$ cat src/rtl/state_dump_unit_if.sv
// state_dump_unit_if: valid/ready word stream carrying the dumped CPU state
// Signals: out_valid (word present), out_ready (sink accepts), out_data (word),
// out_last (final word of the dump). master drives the stream, slave sinks it.
interface state_dump_unit_if #(parameter int DATA_W = 32);
  logic              out_valid;
  logic              out_ready;
  logic [DATA_W-1:0] out_data;
  logic              out_last;
  modport master (output out_valid, out_data, out_last, input out_ready);
  modport slave  (input out_valid, out_data, out_last, output out_ready);
endinterface

$ cat src/rtl/state_dump_unit.sv
// state_dump_unit: on CPU halt, streams every register then every memory word out
// Ports: clk, reset (async, active-high), halt (level), reg_addr/reg_data and
// mem_addr/mem_data (spare combinational read ports), s (stream master),
// busy (dump in progress), done (dump complete, sticky until reset).
// Optional macro DUMP_CHECKSUM_EN appends one XOR checksum word after memory.
module state_dump_unit #(
  parameter int NUM_REGS  = 32,
  parameter int MEM_WORDS = 256,
  parameter int DATA_W    = 32,
  parameter int ADDR_W    = 8
) (
  input  logic              clk,
  input  logic              reset,
  input  logic              halt,
  output logic [4:0]        reg_addr,
  input  logic [DATA_W-1:0] reg_data,
  output logic [ADDR_W-1:0] mem_addr,
  input  logic [DATA_W-1:0] mem_data,
  state_dump_unit_if.master s,
  output logic              busy,
  output logic              done
);
  localparam int IW = (ADDR_W > 5 ? ADDR_W : 5) + 1;
  typedef enum logic [2:0] {IDLE, REGS, MEM, SUM, DONE} state_t;
  state_t state;
  logic [IW-1:0] idx;
  logic load;
`ifdef DUMP_CHECKSUM_EN
  logic [DATA_W-1:0] csum;
`endif
  // a new word may enter the output register when it is empty or being drained
  assign load     = !s.out_valid || s.out_ready;
  assign reg_addr = state == REGS ? idx[4:0] : '0;
  assign mem_addr = state == MEM ? idx[ADDR_W-1:0] : '0;
  assign busy     = state == REGS || state == MEM || state == SUM || (state == DONE && s.out_valid);
  assign done     = state == DONE && !s.out_valid;
  always_ff @(posedge clk or posedge reset) begin
    if (reset) begin
      state       <= IDLE;
      idx         <= '0;
      s.out_valid <= 1'b0;
      s.out_data  <= '0;
      s.out_last  <= 1'b0;
`ifdef DUMP_CHECKSUM_EN
      csum        <= '0;
`endif
    end else begin
      case (state)
        IDLE: if (halt) begin
          state <= REGS;
          idx   <= '0;
`ifdef DUMP_CHECKSUM_EN
          csum  <= '0;
`endif
        end
        REGS: if (load) begin
          s.out_data  <= reg_data;
          s.out_valid <= 1'b1;
`ifdef DUMP_CHECKSUM_EN
          csum        <= csum ^ reg_data;
`endif
          state <= idx == IW'(NUM_REGS - 1) ? MEM : REGS;
          idx   <= idx == IW'(NUM_REGS - 1) ? '0 : idx + 1'b1;
        end
        MEM: if (load) begin
          s.out_data  <= mem_data;
          s.out_valid <= 1'b1;
          idx         <= idx == IW'(MEM_WORDS - 1) ? '0 : idx + 1'b1;
`ifdef DUMP_CHECKSUM_EN
          csum        <= csum ^ mem_data;
          state       <= idx == IW'(MEM_WORDS - 1) ? SUM : MEM;
`else
          s.out_last  <= idx == IW'(MEM_WORDS - 1);
          state       <= idx == IW'(MEM_WORDS - 1) ? DONE : MEM;
`endif
        end
`ifdef DUMP_CHECKSUM_EN
        SUM: if (load) begin
          s.out_data  <= csum;
          s.out_valid <= 1'b1;
          s.out_last  <= 1'b1;
          state       <= DONE;
        end
`endif
        DONE: if (s.out_valid && s.out_ready) begin
          s.out_valid <= 1'b0;
          s.out_last  <= 1'b0;
        end
        default: state <= IDLE;
      endcase
    end
  end
endmodule
$ cat src/flat_wrapper.sv
// flat-port wrapper written by rule: the top's interface ports become plain ports
module state_dump_unit_flat 
#(
  parameter int NUM_REGS  = 32,
  parameter int MEM_WORDS = 256,
  parameter int DATA_W    = 32,
  parameter int ADDR_W    = 8
)
  (clk, reset, halt, reg_addr, reg_data, mem_addr, mem_data, busy, done, s_out_valid, s_out_data, s_out_last, s_out_ready);
  state_dump_unit_if #(.DATA_W(DATA_W)) s_i ();
  input  logic clk;
  input  logic reset;
  input  logic halt;
  output logic [4:0] reg_addr;
  input  logic [DATA_W-1:0] reg_data;
  output logic [ADDR_W-1:0] mem_addr;
  input  logic [DATA_W-1:0] mem_data;
  output logic busy;
  output logic done;
  output wire logic [$bits(s_i.out_valid)-1:0] s_out_valid;
  output wire logic [$bits(s_i.out_data)-1:0] s_out_data;
  output wire logic [$bits(s_i.out_last)-1:0] s_out_last;
  input wire logic [$bits(s_i.out_ready)-1:0] s_out_ready;
  assign s_out_valid = s_i.out_valid;
  assign s_out_data = s_i.out_data;
  assign s_out_last = s_i.out_last;
  assign s_i.out_ready = s_out_ready;
  state_dump_unit #(.NUM_REGS(NUM_REGS), .MEM_WORDS(MEM_WORDS), .DATA_W(DATA_W), .ADDR_W(ADDR_W)) u_core (.clk(clk), .reset(reset), .halt(halt), .reg_addr(reg_addr), .reg_data(reg_data), .mem_addr(mem_addr), .mem_data(mem_data), .s(s_i), .busy(busy), .done(done));
endmodule
$ cat config.mk
export PLATFORM = sky130hd
export DESIGN_NAME = state_dump_unit_flat
export DESIGN_NICKNAME = d
export VERILOG_FILES = /design/src/rtl/state_dump_unit_if.sv /design/src/rtl/state_dump_unit.sv /design/src/flat_wrapper.sv
export SDC_FILE = /design/constraint.sdc
export NUM_CORES = 1
export LEC_CHECK = 0
export BUFFER_PORTS_ARGS = -buffer_cell sky130_fd_sc_hd__buf_2
export CAP_MARGIN = 10
export CORE_ASPECT_RATIO = 0.7
export CORE_MARGIN = 1.5
export CORE_UTILIZATION = 30
export DETAILED_ROUTE_END_ITERATION = 16
export RECOVER_POWER = 100
export SYNTH_ARGS = -nofsm -noshare
export SYNTH_HDL_FRONTEND = slang
export SYNTH_SLANG_ARGS = --single-unit
$ cat constraint.sdc
create_clock -name clk -period 7 [get_ports clk]
set_input_delay 1.05 -clock clk [delete_from_list [all_inputs] [get_ports clk]]
set_output_delay 1.05 -clock clk [all_outputs]
set_load 0.005 [all_outputs]
Yosys cells after proc, flatten, opt, wreduce, memory -nomap -nowiden --
Index checks and enable logic that the tools add are counted.
Storage, ports and cells: register bits 46, bits of input ports 68, output and inout bits 49, word-level logic and storage cells 59
Operators by class: $add $sub $neg 1, equality and inequality tests 11, muxes and demuxes 22, bitwise operators 1, reductions and logical operators 19
Operators by type and width (number):
- $mux 32 | 2
- $pmux 32 s2 | 1
- $mux 9 | 5
- $pmux 9 s3 | 1
- $mux 3 | 4
- $pmux 3 s4 | 1
- $add 9x1->9 const B | 1
- $eq 9x5->1 const B | 1
- $eq 9x8->1 const B | 1
- $reduce_and 3->1 | 3
- $mux 8 | 1
- $reduce_and 4->1 | 2
- $eq 3x2->1 const B | 2
- $ne 2x1->1 const B | 3
- $reduce_bool 2->1 | 3
- $mux 5 | 1
- $logic_or 1x1->1 | 4
- $ne 2x2->1 const B | 2
- $pmux 1 s2 | 2
- $eq 3x1->1 const B | 1
- $eq 3x3->1 const B | 1
- $logic_and 1x1->1 | 3
- $logic_not 3->1 | 1
- $mux 1 | 3
- other kinds (5) | 5

Logic depth before layout (Yosys ltp) --
Gate-level depths: netlist of the first run.
depth in word-level cells 4, mapped depth 10, depth with buffers taken out 10

Least setup slack after synthesis of the first run --
Ideal clock, no wire load.
path type input port to flip-flop, start input port s_out_ready, end register u_core.idx[6], setup time 126 ps, arrival time 2266 ps, data required time 6874 ps, setup slack 4608 ps, stages 5, buffers on the path 1, cells stage by stage and3b_1 > o32a_4 > or2_0 > buf_6 > a221o_1
On the way: word-level cells in the longest chain between the ends 3, elaborated cells between the ends (all ways) 4, those cells by class eq/ne: 2; reduce/logical: 2
Ends and longest elaborated chain:
- start, declared | line flat_wrapper.sv:23 | input wire logic [$bits(s_i.out_ready)-1:0] s_out_ready;
- $logic_or 1x1->1 * | line state_dump_unit.sv:32 | assign load = !s.out_valid || s.out_ready;
- $ne 2x1->1 (no source line)
- $reduce_and 4->1 (no source line) *
- end signal, assigned | line state_dump_unit.sv:63 | idx <= idx == IW'(NUM_REGS - 1) ? '0 : idx + 1'b1;
- end signal, assigned | line state_dump_unit.sv:68 | idx <= idx == IW'(MEM_WORDS - 1) ? '0 : idx + 1'b1;
- end, declared | line state_dump_unit.sv:26 | logic [IW-1:0] idx;
Mark *: on every way between the ends. The rest lies on a longest branch, timed or not. A chain may end at the register's enable or synchronous reset.

Worst setup path after layout of the first run --
start register u_core.state[2], end output port mem_addr[1]
On the way: word-level cells in the longest chain between the ends 2
Ends and longest elaborated chain:
- start, declared | line state_dump_unit.sv:25 | state_t state;
- start signal, assigned | line state_dump_unit.sv:62 | state <= idx == IW'(NUM_REGS - 1) ? MEM : REGS;
- start signal, assigned | line state_dump_unit.sv:74 | state <= idx == IW'(MEM_WORDS - 1) ? DONE : MEM;
- $eq 3x2->1 | line state_dump_unit.sv:34 | assign mem_addr = state == MEM ? idx[ADDR_W-1:0] : '0;
- $mux 8 | line state_dump_unit.sv:34
- end, declared | line flat_wrapper.sv:16 | output logic [ADDR_W-1:0] mem_addr;
No other way between the ends.

==> results of run 1 <==
registers in the layout, indices dropped and copies added (netlist names):
register,count
u_core.s.out_last,1
u_core.s.out_data,32
u_core.s.out_valid,1
u_core.idx,9
u_core.state,3
final cells by class:
| cell class | count | area share, % |
|---|---|---|
| multi-input combinational | 183 | 37.35 |
| sequential | 46 | 35.53 |
| timing repair buffer | 118 | 17.30 |
| clock buffer | 7 | 4.712 |
| tap | 101 | 3.901 |
| inverter | 8 | 0.9270 |
| clock inverter | 1 | 0.2704 |
stage by stage:
step           util, %  hold WS [ns]
2_1_floorplan        -        0.5191
3_3_place_gp     39.40        0.5025
3_5_place_dp     39.40        0.5148
4_1_cts          41.43        0.5300
5_1_grt          40.80        0.5541
6_report         40.80        0.5259
report_power, final:
| part | internal, W | switching, W |
|---|---|---|
| combinational | 0.0000733 | 0.0000706 |
| clock | 0.000153 | 0.000101 |
| sequential | 0.000299 | 0.0000366 |
| total | 0.000525 | 0.000208 |
cell usage in the layout, fill, tap and decap left out, types with 2 or more instances in the layout:
cell	netlist	layout
a221o_1	3	3
a22o_1	5	5
nand3_1	5	5
dfrtp_1	46	46
and2_1	10	3
nand4_1	2	2
nor2_1	38	38
inv_1	8	8
ha_1	3	3
mux2i_1	33	33
a21oi_1	35	35
nor3_1	7	6
nand2b_1	3	3
a211oi_1	2	3
nand2_1	7	7
a2111oi_0	1	2
clkbuf_1	4	26
clkbuf_8	0	2
nor3b_1	2	2
and2_0	0	7
buf_2	8	91
o21ai_0	6	6
clkbuf_16	0	5
metal layers:
metal / part of all wire, % / vias to the layer above / routed length (microns)
li1: - / 1118 / -
met1: 49 / 1025 / 3047
met2: 43 / 76 / 2641
met3: 7.0 / 5 / 434
met4: 0.95 / 0 / 59
met5: 0 / - / 0
worst paths after layout:
| path | from | end | slack, ns | depth (start not counted) |
|---|---|---|---|---|
| max | u_core.state[2] | mem_addr[1] | 2.56 | 4 |
| min | u_core.s.out_data[24] | u_core.s.out_data[24] | 0.53 | 2 |
| max reg2reg | u_core.state[2] | u_core.s.out_last | 3.61 | 4 |
| min reg2reg | u_core.s.out_data[24] | u_core.s.out_data[24] | 0.53 | 2 |
| max in group asynchronous | reset | u_core.state[0] | 4.63 | 2 |
| min in group asynchronous | reset | u_core.s.out_data[13] | 1.33 | 2 |
logic make-up (layout without fill, tap and decap cells):
group	count (synthesis)	count (layout)
buffers and inverters	25	134
adder cells (fa/ha/maj)	3	3
AND/OR/NAND/NOR	84	84
multiplexers	34	34
AO/OA/AOI/OAI	61	61
flip-flops	46	46
XOR/XNOR	1	1
critical path: stages (launching register included):
cell and delay [ns]:
dfrtp_1 0.61, nor3b_4 0.26, clkbuf_1 1.81, and2_1 0.29, buf_2 0.12
==> impl_metrics.ini, run 1 <==
[sta]
drv_slew = 88
setup_ws_ns = 2.560
finClkSkew_ns = 0.009163
max_freq_ghz = 0.2252
min_period_ns = 4.440
report.final.hold_viol_count = 0
rsz0062_at_grt = no
slew_headroom_pct = -68.33
tightest_slew_ns = 2.525
fin_crit_sh_pct = 63.43
setup_viol = 0
tns_ns = 0

[yosys]
ys_ff_latch = 46
synth_cells = 254
synthArstFlopShare_pct = 100.0
synth_fa_ha_area_share_pct = 1.514
synth.most_common_cell = dfrtp_1
synthSimpleGateAreaFrac_pct = 17.15
ys.flop_type = dfrtp_1
yosys-mux-area-fraction_pct = 13.77
ys_seq_area_share_pct = 46.42
yosys-top-cells-area = dfrtp_1 (46%), mux2i_1 (13%), a21oi_1 (7.1%)
synth_xor_area_share_pct = 0.3532
synth_edf_count = 0
synth_top_family_by_area = simple AND/OR/NAND/NOR gates
syn-num-nets = 325
avgSynthCellArea_sq_um = 9.763
synth_cell_types = 44
syn_area_sq_mm = 0.002480
synth_compound_area_share_pct = 16.15
yosysWarnings = 0
synth_area_leader_cell = dfrtp_1
ys_top_cells_by_count = dfrtp_1 (46), nor2_1 (38), a21oi_1 (35)
synth_top_area_share_pct = 46.42

[cts]
cts_tree = done
clock_sinks = 46
htree_levels = 2
clk_latency_ns = 0.29
clk_path_buf_depth = 2
cts_buffers = 5
cts_setup_buffers = 0
clk_pin_slew_ns = 0.06
cts_resized = 0
postCtsHoldBufs = 0
cts-root-buf = clkbuf_16

[routing]
drc = 0
vias_per_cell = 4.793
wire_per_inst_microns = 13.33
finalWirelength_microns = 6183
dr.pass1.iters = 4
dr_total_vias = 2224
drtIter0Drc = 82
ant_nets = 0

[die]
die_height_microns = 79.07
die_area_sq_mm = 0.008830
design.portCount = 117
coreArea_sq_mm = 0.007939
start_util_pct = 31.24
chipWidth_microns = 111.7
rows = 27

[placed_design]
dp.cells = 456
post-place-ws_ns = 4.194
port_buffers = 116
place_area_sq_mm = 0.003128
hpwl_microns = 4408
globalplace.congestion = 0.7465

[finish]
area_delta_synth_final_pct = 30.63
postLayoutCellArea_sq_mm = 0.003239
final_nets = 433
drive_above_1_share_pct = 29.75
seqCellArea_sq_mm = 0.001151
multi_input_area_sq_mm = 0.001210
fill_cells = 807
fin_cells = 464
antenna_cells = 0

[pwr]
p_leak_nw = 1.381
p_total_w = 0.0007328
power_density_mw_per_mm2 = 226.2
peakVddDrop_mv = 0.1302

[min_path]
hold_class = reg2reg

[global_route]
grt_util_all_layers_pct = 14.40
grt_max_degree = 66
grt_antenna_before_repair = 0
gr-total-overflow = 0
gr-max-usage-layer = met2
grt_pass1_vias = 2097
grt_use_met3_pct = 4.504
grt_use_met1_pct = 19.78
grt_pass1_wl_microns = 10140
use_met2_pct = 21.65

[critical_path]
cp-start-kind = flop
crit_type = reg2out
crit_arrival_ns = 3.39
critical_path_required_ns = 5.95
cp-end-kind = output port
cp_max_fo = 40

[run_status]
violations = max-capacitance violations, max-slew violations
status = finished, violations left

[job]
max_cap_violations = 2
Power figures use the tool's default switching activity.
==> run 2: changes to the inputs <==
==> constraint.sdc (replaced) <==
create_clock -name clk -period 3.6 [get_ports clk]
set_input_delay 0.54 -clock clk [delete_from_list [all_inputs] [get_ports clk]]
set_output_delay 0.54 -clock clk [all_outputs]
set_load 0.005 [all_outputs]
==> impl_metrics.ini, run 2 (same netlist as run 1, synthesis figures left out) <==
[critical_path]
cp_max_fo = 21
path_cells = nor3b_2 > and2_0 > buf_2
crit_arrival_ns = 2.36
cp-start-kind = flop
path_delay_family = simple AND/OR/NAND/NOR gates
cp_slowest_stage_delay_ns = 1.06
r2r_end = u_core.idx[0]
critPathSlowestCell = nor3b_2
crit_buf_inv = 1
reg2reg_depth = 9
rr_startpoint = u_core.idx[0]
ff2ff_setup_slack_ns = 0.89
cp-end-kind = output port
critical_path_required_ns = 3.06
crit_type = reg2out

[die]
die_area_sq_mm = 0.008830
chipWidth_microns = 111.7
rows = 27
start_util_pct = 31.24
die_height_microns = 79.07
design.portCount = 117
coreArea_sq_mm = 0.007939

[placed_design]
globalplace.congestion = 0.8535
hpwl_microns = 4432
port_buffers = 116
post-place-ws_ns = 1.116

[cts]
cts-root-buf = clkbuf_16
cts_resized = 0
cts_buffers = 5
cts_tree = done
clk_pin_slew_ns = 0.06
clock_sinks = 46
clk_path_buf_depth = 2
cts_setup_buffers = 0
htree_levels = 2
postCtsHoldBufs = 0
clk_latency_ns = 0.29

[sta]
min_period_ns = 2.901
report.final.hold_viol_count = 0
drv_slew = 47
max_freq_ghz = 0.3447
tns_ns = 0
fin_crit_sh_pct = 80.59
setup_ws_ns = 0.6989
tightest_slew_ns = 1.806
finClkSkew_ns = 0.003062
setup_viol = 0
slew_headroom_pct = -20.56
rsz0062_at_grt = no

[min_path]
hold_depth = 2
min_to = u_core.s.out_data[19]
hold_class = reg2reg
hp-start = u_core.s.out_data[19]

[finish]
antenna_cells = 0
final_cell_mix = buf_2 (93), dfrtp_1 (46), nor2_1 (38), a21oi_1 (35), mux2i_1 (33)
layout.cells.most_common = buf_2
final_nets = 433
top_register = u_core.s.out_data
fill_cells = 794
drive_above_1_share_pct = 30.30
largestRegisters = u_core.s.out_data: 32 flops, u_core.idx: 9 flops, u_core.state: 3 flops
largest_register_ffs = 32
area_delta_synth_final_pct = 31.33

[routing]
wire_per_inst_microns = 13.66
drtIter0Drc = 91
dr.pass1.iters = 4
finalWirelength_microns = 6339
drc = 0
dr_total_vias = 2229
ant_nets = 0
vias_per_cell = 4.804

[global_route]
grt_util_all_layers_pct = 14.94
gr-total-overflow = 0
grt_antenna_before_repair = 0
grt_pass1_wl_microns = 10450
grt_pass1_vias = 2151
grt_max_degree = 66

[pwr]
peakVddDrop_mv = 0.1946
power_density_mw_per_mm2 = 449.3
p_leak_nw = 1.389

[run_status]
violations = max-capacitance violations, max-slew violations
status = finished, violations left

[job]
max_cap_violations = 1
==> run 2: final cells by class <==
| cell class | instances | area [sq um] | area share (%) |
|---|---|---|---|
| clock buffers | 6 | 128.9 | 3.957 |
| clock inverters | 2 | 37.54 | 1.153 |
| inverters | 8 | 30.03 | 0.9220 |
| multi-input cells | 183 | 1204 | 36.96 |
| flip-flops and latches | 46 | 1151 | 35.34 |
| well taps | 101 | 126.4 | 3.880 |
| repair buffers | 118 | 579.3 | 17.79 |
==> run 2: power breakdown <==
| group | switching (W) | total, W | leakage [nW] | internal (W) |
|---|---|---|---|---|
| Clock | 0.000200 | 0.000529 | 0.0771 | 0.000328 |
| Sequential | 0.0000717 | 0.000652 | 0.512 | 0.000581 |
| Combinational | 0.000140 | 0.000283 | 0.800 | 0.000143 |
| Total | 0.000412 | 0.00146 | 1.39 | 0.00105 |
==> run 2: worst max path at each step <==
| stage | startpoint | endpoint | slack (ns) | cells after the start |
|---|---|---|---|---|
| final | u_core.state[2] | mem_addr[7] | 0.70 | 3 |
| after global routing | u_core.state[2] | mem_addr[7] | 0.54 | 3 |
| after CTS | u_core.state[2] | mem_addr[7] | 0.96 | 3 |
| after detailed placement | u_core.idx[0] | u_core.idx[2] | 1.12 | 9 |
| after global placement | u_core.idx[0] | u_core.idx[2] | 1.17 | 9 |
| after floorplan | u_core.idx[0] | u_core.idx[2] | 1.29 | 9 |
==> run 2: worst reg2reg max path, cell delays in order, from the launching register on <==
cell      delay, ns
dfrtp_1        0.44
ha_1           0.27
nand4_1        0.18
nor2_1         0.09
nand3_1        0.13
inv_1          0.06
ha_1           0.21
or4b_1         0.63
a211oi_1       0.43
mux2_2         0.23
==> run 2: metal layers <==
layer | part of all wire [%] | vias up | GRT usage, % | routed length [microns]
met5 | 0 | - | 0 | 0
met4 | 1.2 | 0 | 4.810 | 78
met3 | 8.3 | 8 | 4.733 | 523
met2 | 44 | 90 | 23.23 | 2760
met1 | 47 | 1016 | 19.85 | 2977
li1 | - | 1115 | - | -
==> run 2: per-stage QoR <==
step	area [sq um]	power, W	hold WS [ns]	utilization (%)	std cells
global placement	3141	0.0009435	0.5039	39.56	456
floorplan	2480	0.0008150	0.5191	-	254
CTS	3307	0.001489	0.5285	41.65	464
detailed placement	3141	0.0009502	0.5135	39.56	456
global route	3257	0.001548	0.5585	41.02	464
finish	3257	0.001463	0.5269	41.02	464
==> run 3: changes to the inputs <==
--- a/config.mk
+++ b/config.mk
@@ -5,6 +5,7 @@
 export SDC_FILE = /design/constraint.sdc
 export NUM_CORES = 1
 export LEC_CHECK = 0
+export ABC_AREA = 1
 export BUFFER_PORTS_ARGS = -buffer_cell sky130_fd_sc_hd__buf_2
 export CAP_MARGIN = 10
 export CORE_ASPECT_RATIO = 0.7
==> constraint.sdc (replaced) <==
create_clock -name clk -period 2.5 [get_ports clk]
set_input_delay 0.375 -clock clk [delete_from_list [all_inputs] [get_ports clk]]
set_output_delay 0.375 -clock clk [all_outputs]
set_load 0.005 [all_outputs]
==> impl_metrics.ini, run 3 <==
[yosys]
avgSynthCellArea_sq_um = 7.410
ys_top_cells_by_count = nand2_1 (113), nor2_1 (57), dfrtp_1 (46)
synth_cells = 333
synth.most_common_cell = nand2_1
yosys-top-cells-area = dfrtp_1 (47%), nand2_1 (17%), nor2_1 (8.7%)
ys_ff_latch = 46
ys.flop_type = dfrtp_1
syn_area_sq_mm = 0.002467
yosysWarnings = 0
synth_cell_types = 22
synthArstFlopShare_pct = 100.0
synth_edf_count = 0
ys_seq_area_share_pct = 46.65
syn-num-nets = 404
synth_area_leader_cell = dfrtp_1
synth_top_area_share_pct = 46.65

[global_route]
grt_antenna_before_repair = 0
grt_pass1_wl_microns = 10150
grt_util_all_layers_pct = 14.17
grt_max_degree = 45
grt_pass1_vias = 2091
gr-total-overflow = 0

[sta]
slew_headroom_pct = 37.57
finClkSkew_ns = 0.003968
tightest_slew_ns = 0.9364
fin_crit_sh_pct = 85.69
setup_viol = 0
drv_slew = 0
max_freq_ghz = 0.4668
rsz0062_at_grt = no
report.final.hold_viol_count = 0
tns_ns = 0
min_period_ns = 2.142

[finish]
fill_cells = 847
postLayoutCellArea_sq_mm = 0.003213
multi_input_area_sq_mm = 0.001105
drive_above_1_share_pct = 24.16
top_register = u_core.s.out_data
largestRegisters = u_core.s.out_data: 32 flops, u_core.idx: 9 flops, u_core.state: 3 flops
final_nets = 517
largest_register_ffs = 32
final_cell_mix = nand2_1 (114), buf_2 (84), nor2_1 (58), dfrtp_1 (46), a31oi_1 (33)
area_delta_synth_final_pct = 30.22
antenna_cells = 0
postLayoutCoreUtil_pct = 40.65
seqCellArea_sq_mm = 0.001151
layout.cells.most_common = nand2_1

[pwr]
p_total_w = 0.001497
p_leak_nw = 1.738
peakVddDrop_mv = 0.2756
power_density_mw_per_mm2 = 466.1

[routing]
finalWirelength_microns = 6278
ant_nets = 0
dr_total_vias = 2475
drc = 0
vias_per_cell = 4.516
dr.pass1.iters = 4
wire_per_inst_microns = 11.46
drtIter0Drc = 108

[placed_design]
place_area_sq_mm = 0.003118
globalplace.congestion = 0.8472
hpwl_microns = 4845
port_buffers = 116

[die]
design.portCount = 117
die_height_microns = 78.88
rows = 27
die_area_sq_mm = 0.008786
chipWidth_microns = 111.4
start_util_pct = 31.21
coreArea_sq_mm = 0.007905

[cts]
cts_setup_buffers = 0
clk_path_buf_depth = 2
htree_levels = 2
clk_latency_ns = 0.28
clk_pin_slew_ns = 0.06
cts_buffers = 5
cts_resized = 0
cts_tree = done
clock_sinks = 46
cts-root-buf = clkbuf_16
postCtsHoldBufs = 0

[critical_path]
cp_slowest_stage_delay_ns = 0.55
crit_type = reg2out
critical_path_required_ns = 2.12
path_cells = inv_1 > nand3_2 > clkbuf_1 > nor2_1 > clkbuf_2
reg2reg_depth = 10
cp-end-kind = output port
cp-start-kind = flop
crit_arrival_ns = 1.77
critPathSlowestCell = clkbuf_1
cp_max_fo = 15

[run_status]
status = finished, final reports clean

[job]
max_cap_violations = 0

[min_path]
hold_class = in2async
[run 3: area by class of cell]
| class | count | share of cell area [%] |
|---|---|---|
| inverters | 26 | 3.037 |
| clock inverters | 1 | 0.1558 |
| flip-flops and latches | 46 | 35.83 |
| clock buffers | 7 | 4.439 |
| repair buffers | 123 | 18.22 |
| well taps | 101 | 3.933 |
| multi-input cells | 244 | 34.38 |
[run 3: metal layers]
metal  vias up  GRT usage [%]  share of wire, %
met5         -              0                 0
met2        83          21.53                42
met1      1090          20.49                50
li1       1300              -                 -
met4         0          4.051              0.64
met3         2          2.824               6.5
[run 3: logic make-up (layout without fill, tap and decap cells)]
kind of cell | Yosys count | count (layout) | synth area share, %
AND/OR/NAND/NOR | 192 | 192 | 31.09
AO/OA/AOI/OAI | 47 | 47 | 11.36
flip-flops | 46 | 46 | 46.65
buffers and inverters | 43 | 157 | 8.672
adder cells (fa/ha/maj) | 3 | 3 | 1.521
XOR/XNOR | 2 | 2 | 0.7101
[run 3: per-stage QoR]
step / cells / hold WS [ns] / worst slack [ns]
after global placement: 540 / 0.3411 / 0.5639
after detailed placement: 540 / 0.3459 / 0.4560
after global routing: 548 / 0.1639 / 0.1442
final: 548 / 0.1238 / 0.3578
after CTS: 548 / 0.04334 / 0.4470
after floorplan: 333 / 0.4488 / 0.7385
[run 3: worst max-delay path: cells and delay by family, from the launching register on]
kind / cells / cell delay (ns)
flip-flops: 1 / 0.41
AND/OR/NAND/NOR: 2 / 0.31
buffers and inverters: 3 / 0.77
[run 3: worst paths after layout]
check	start	to	slack (ns)
min	reset	u_core.s.out_data[24]	0.12
max reg2reg	u_core.state[0]	u_core.idx[6]	0.40
min reg2reg	u_core.idx[7]	u_core.idx[7]	0.48
max	u_core.state[0]	mem_addr[5]	0.36
max in group asynchronous	reset	u_core.s.out_data[0]	1.16
min in group clk	mem_data[21]	u_core.s.out_data[21]	0.35
[run 3: power by group]
part	total [W]	internal (W)	switching (W)
logic	0.0000887	0.0000464	0.0000423
registers	0.000750	0.000747	0.00000272
clock network	0.000659	0.000397	0.000263
total	0.00150	0.00119	0.000308
